$ cat src/rtl/cpu_run_ctrl.sv
// Run controller for the pipelined MIPS core: sequences core reset/enable,
// counts RUN cycles and retirements, and ends the run on halt or cycle budget.
module cpu_run_ctrl #(
  parameter int unsigned RESET_CYCLES = 3,
  parameter int unsigned MAX_CYCLES   = 10000,
  parameter int unsigned HALT_REPEAT  = 4,
  parameter logic [31:0] HALT_PC      = 32'h0000_3ffc,
  parameter bit          HALT_PC_EN   = 1'b1,
  parameter bit          AUTO_START   = 1'b1,
  parameter int unsigned CNT_W        = 32
) (
  input  logic             clk,
  input  logic             reset,
  input  logic             start,
  input  logic             retire_valid,
  input  logic [31:0]      retire_pc,
  output logic             cpu_reset,
  output logic             cpu_en,
  output logic             running,
  output logic             done,
  output logic             timeout,
  output logic [CNT_W-1:0] cycle_count,
  output logic [CNT_W-1:0] retire_count
);

  localparam int unsigned RW = (RESET_CYCLES > 1) ? $clog2(RESET_CYCLES) : 1;
  localparam int unsigned SW = $clog2(HALT_REPEAT);
  localparam logic [RW-1:0]    RST_LAST  = RW'(RESET_CYCLES - 1);
  localparam logic [SW-1:0]    SAME_LAST = SW'(HALT_REPEAT - 1);
  localparam logic [CNT_W-1:0] TMO_LAST  = CNT_W'(MAX_CYCLES - 1);

  typedef enum logic [2:0] {
    S_IDLE,
    S_RST_HOLD,
    S_RUN,
    S_DONE,
    S_TIMEOUT
  } state_t;

  state_t           state_q, state_d;
  logic [RW-1:0]    rst_cnt_q, rst_cnt_d;
  logic [SW-1:0]    same_q, same_d;
  logic [31:0]      last_pc_q, last_pc_d;
  logic [CNT_W-1:0] cyc_q, cyc_d;
  logic [CNT_W-1:0] ret_q, ret_d;
  logic [SW-1:0]    same_inc;
  logic             halt;
  logic             cpu_reset_q, cpu_en_q, running_q, done_q, timeout_q;

  assign same_inc = same_q + SW'(1);

  always_comb begin
    state_d   = state_q;
    rst_cnt_d = rst_cnt_q;
    same_d    = same_q;
    last_pc_d = last_pc_q;
    cyc_d     = cyc_q;
    ret_d     = ret_q;
    halt      = 1'b0;
    case (state_q)
      S_IDLE: ;
      S_RST_HOLD: begin
        if (rst_cnt_q == RST_LAST) begin
          state_d   = S_RUN;
          last_pc_d = '1;
          same_d    = '0;
        end else begin
          rst_cnt_d = rst_cnt_q + RW'(1);
        end
      end
      S_RUN: begin
        if (cyc_q != '1) cyc_d = cyc_q + CNT_W'(1);
        if (retire_valid) begin
          if (ret_q != '1) ret_d = ret_q + CNT_W'(1);
          if (retire_pc == last_pc_q) begin
            same_d = same_inc;
            if (same_inc == SAME_LAST) halt = 1'b1;
          end else begin
            same_d    = '0;
            last_pc_d = retire_pc;
          end
          if (HALT_PC_EN && retire_pc == HALT_PC) halt = 1'b1;
        end
        // Halt has priority over an expiring budget on the same cycle.
        if (halt) state_d = S_DONE;
        else if (cyc_q == TMO_LAST) state_d = S_TIMEOUT;
      end
      default: ;
    endcase
    if (start && state_q != S_RST_HOLD) begin
      state_d   = S_RST_HOLD;
      rst_cnt_d = '0;
      same_d    = '0;
      cyc_d     = '0;
      ret_d     = '0;
    end
  end

  always_ff @(posedge clk) begin
    if (reset) begin
      if (AUTO_START) state_q <= S_RST_HOLD;
      else state_q <= S_IDLE;
      rst_cnt_q   <= '0;
      same_q      <= '0;
      last_pc_q   <= '1;
      cyc_q       <= '0;
      ret_q       <= '0;
      cpu_reset_q <= 1'b1;
      cpu_en_q    <= 1'b0;
      running_q   <= 1'b0;
      done_q      <= 1'b0;
      timeout_q   <= 1'b0;
    end else begin
      state_q     <= state_d;
      rst_cnt_q   <= rst_cnt_d;
      same_q      <= same_d;
      last_pc_q   <= last_pc_d;
      cyc_q       <= cyc_d;
      ret_q       <= ret_d;
      cpu_reset_q <= (state_d == S_IDLE) || (state_d == S_RST_HOLD);
      cpu_en_q    <= (state_d == S_RUN);
      running_q   <= (state_d == S_RUN);
      done_q      <= (state_d == S_DONE);
      timeout_q   <= (state_d == S_TIMEOUT);
    end
  end

  assign cpu_reset    = cpu_reset_q;
  assign cpu_en       = cpu_en_q;
  assign running      = running_q;
  assign done         = done_q;
  assign timeout      = timeout_q;
  assign cycle_count  = cyc_q;
  assign retire_count = ret_q;

endmodule

$ cat config.mk
export PLATFORM = sky130hd
export DESIGN_NAME = cpu_run_ctrl
export DESIGN_NICKNAME = d
export VERILOG_FILES = /design/src/rtl/cpu_run_ctrl.sv
export SDC_FILE = /design/constraint.sdc
export NUM_CORES = 1
export LEC_CHECK = 0
export CAP_MARGIN = 20
export CORE_UTILIZATION = 56
export DETAILED_ROUTE_END_ITERATION = 7
export HOLD_SLACK_MARGIN = 0.03
export PLACE_DENSITY = 0.92
export SLEW_MARGIN = 30
export SYNTH_ARGS = -nofsm -noshare
export SYNTH_HDL_FRONTEND = slang
export SYNTH_SLANG_ARGS = --single-unit
$ cat constraint.sdc
create_clock -name clk -period 3.1 [get_ports clk]
set_input_delay 0.775 -clock clk [delete_from_list [all_inputs] [get_ports clk]]
set_output_delay 0.775 -clock clk [all_outputs]
set_load 0.02 [all_outputs]
==> flow_summary_export.csv <==
group,metric,value,unit
outcome,run_status,"complete, no violations",
cts,numCtsBuffers,9,
place,placed_area,0.006434,mm²
yosys,async_reset_ff_frac,0,
worst_setup_path,crit_path_top_delay_cell,"or4_1",
global_route,grtUsageMet1,0.3353,
die,die-area,0.009775,mm²
cts,ctsHoldBuffers,0,
die,die_x,98.87,µm
timing,maxSlewHeadroom,0.4913,
cts,cts_tree,"yes",
die,rows,34,
timing,tightest_slew,756.0,ps
place,io_buffers,104,
global_route,met2_usage,0.4508,
yosys,synth_top_area_frac,0.4076,
yosys,yosysTopAreaCell,"dfxtp_1",
cts,cts_setup_buffers,0,
global_route,met3_usage,0.04326,
routing,dr.pass1.iters,5,
place,dp_hpwl,9.603,mm
cts,ctsResizeCount,0,
yosys,synthTopCellsByArea,"dfxtp_1 41%, xor2_1 10%, nor2_1 7.8%",
final_layout,fill_cells,637,
global_route,grt-busiest-layer,"met2",
place,gp_routability_congestion,0.8601,
timing,finalSetupViolCount,0,
worst_setup_path,cp_data_required_time,3370,ps
cts,worstSkewPairLatency,370,ps
global_route,grt_pass1_wl,21.43,mm
yosys,yosysWarnings,0,
global_route,grt_overflow,0,
routing,num_vias,5018,
yosys,synthTopCellsByCount,"109 x nor2_1, 107 x dfxtp_1, 60 x xor2_1, 45 x nor3_1",
yosys,synth.avg_cell_area,8.503,µm²
worst_setup_path,path_max_fanout,5,
final_layout,multi_input_area,0.002977,mm²
worst_setup_path,end_kind,"register",
yosys,ys_seq_area_frac,0.4076,
yosys,syn-cell-area,0.005255,mm²
timing,fin_crit_sh,0.8753,
worst_setup_path,critical_path_buf_inv_count,1,
worst_setup_path,path_cells,"clkdlybuf4s50_1, nor4_1, nand4_1, or4_1, o211ai_1, a31oi_1, nor4b_1",
routing,antenna_left,0,
global_route,antenna_found_initial,0,
die,io_pins,105,
yosys,synth-seq-cells,107,
final_layout,synthToLayoutAreaGrowth,26.12,%
cts,cts_max_level,3,
timing,setup_tns,0,ps
routing,drc,0,
cts,path_clk_slew,110,ps
yosys,synth_enable_flop_cells,0,
die,die_y,98.87,µm
global_route,track_usage,0.2679,
worst_setup_path,start_kind,"primary input",
die,initial_core_util,0.5910,
final_layout,seqCellArea,0.002142,mm²
final_layout,diodes,0,
cts,clock-sinks,107,
timing,final_hold_viol_count,0,
worst_setup_path,cp.arrival,2980,ps
routing,drtIter0Drc,349,
final_layout,layout.nets,760,
run,maxCapViolCount,0,
die,core,0.008891,mm²
timing,finClkSkew,10.35,ps
cts,cts-root-buf,"clkbuf_8",
global_route,grt_max_degree,65,
yosys,synth.net_count,658,
yosys,synth.distinct_cells,51,
timing,max_freq,368.5,MHz
timing,rsz0062_at_grt,"no",
timing,slew_violations,0,
worst_setup_path,worstSetupPathType,"primary input to register",
hold_path,hold_class,"register to register",
worst_setup_path,path_delay_family,"simple AND/OR/NAND/NOR gates",
routing,wirelength,13.11,mm
yosys,synth_ff_type,"dfxtp_1",
timing,period_minus_slack,2713,ps
yosys,yosysMostFrequentCell,"nor2_1",
power_and_ir_drop,power_density,429.7,mW/mm²
routing,vias_per_cell,6.024,
final_layout,post-route-util,0.7454,
power_and_ir_drop,p_leak,2.107,nW
worst_setup_path,max_stage_delay,630,ps
power_and_ir_drop,peakVddDrop,0.0002815,V
final_layout,drive_gt1_frac,0.05241,
cts,cts_buffer_depth,2,
yosys,postSynthCellCount,618,
global_route,grt_pass1_vias,4674,
routing,wire_per_inst,15.74,µm
final_layout,design_area,0.006628,mm²
-- path summary, 6_finish.rpt --
check | start | endpoint | slack [ps] | cells past startpoint
hold / removal | same_q[0] | same_q[0] | 460 | 2
hold reg to reg | same_q[0] | same_q[0] | 460 | 2
setup reg to reg | cycle_count[30] | cycle_count[11] | 740 | 6
setup / recovery | retire_pc[26] | running | 390 | 7
-- layout by cell type (no fill, tap or decap), types with 22 or more instances in the layout --
| cell | n |
|---|---|
| nand2_1 | 32 |
| nor4_1 | 25 |
| nand3_1 | 22 |
| clkdlybuf4s50_1 | 103 |
| mux2i_1 | 33 |
| xnor2_1 | 24 |
| dfxtp_1 | 107 |
| xor2_1 | 60 |
| nor3_1 | 45 |
| nor2_1 | 109 |
| nand4_1 | 23 |
-- where the power goes --
part / leakage, nW / switching, mW / internal [mW]
clock network: 0.0885 / 0.490 / 0.374
logic: 1.15 / 0.312 / 0.232
registers: 0.864 / 0.0276 / 1.41
-- metal layers --
layer,routed length (µm),share of wire
met1,5633,0.43
met2,6281,0.48
met3,787,0.060
met4,408,0.031
met5,0,0
-- registers in the layout, summed over array words and instances, names as in the netlist, 2 cells and up --
name	count
state_q	3
retire_count	32
last_pc_q	32
same_q	2
cycle_count	32
rst_cnt_q	2
-- tightest hold or removal path, stage by stage, from the launching register on --
cell and delay, ps:
dfxtp_1 320, nand2_1 50, a21oi_1 50
-- cell families after synthesis --
kind of cell    count (synthesis)  synth area share
compound gates                 47           0.05667
xor+xnor                       84            0.1400
fa+ha+maj                       4          0.009524
buf+inv                        36           0.02857
flops                         107            0.4076
mux                            33           0.06286
simple gates                  307            0.2948
-- metrics by stage --
| step | hold slack (ps) | std cells | power, mW | setup WS [ps] |
|---|---|---|---|---|
| after floorplan | 431.9 | 618 | 1.814 | 798.3 |
| after global placement | 442.2 | 817 | 1.989 | 108.9 |
| after detailed placement | 443.0 | 817 | 2.007 | 9.709 |
| after CTS | 456.7 | 833 | 2.843 | 380.0 |
| after global routing | 503.3 | 833 | 2.938 | 256.0 |
| final | 458.1 | 833 | 2.848 | 386.6 |
-- layout make-up --
cell class | instances | share of cell area
repair buffers | 116 | 0.1718
flip-flops and latches | 107 | 0.3232
inverters | 11 | 0.006230
multi-input cells | 475 | 0.4491
well taps | 108 | 0.02039
clock buffers | 10 | 0.01926
clock inverters | 6 | 0.01001
Note: power is estimated with default switching activity, not from simulation.
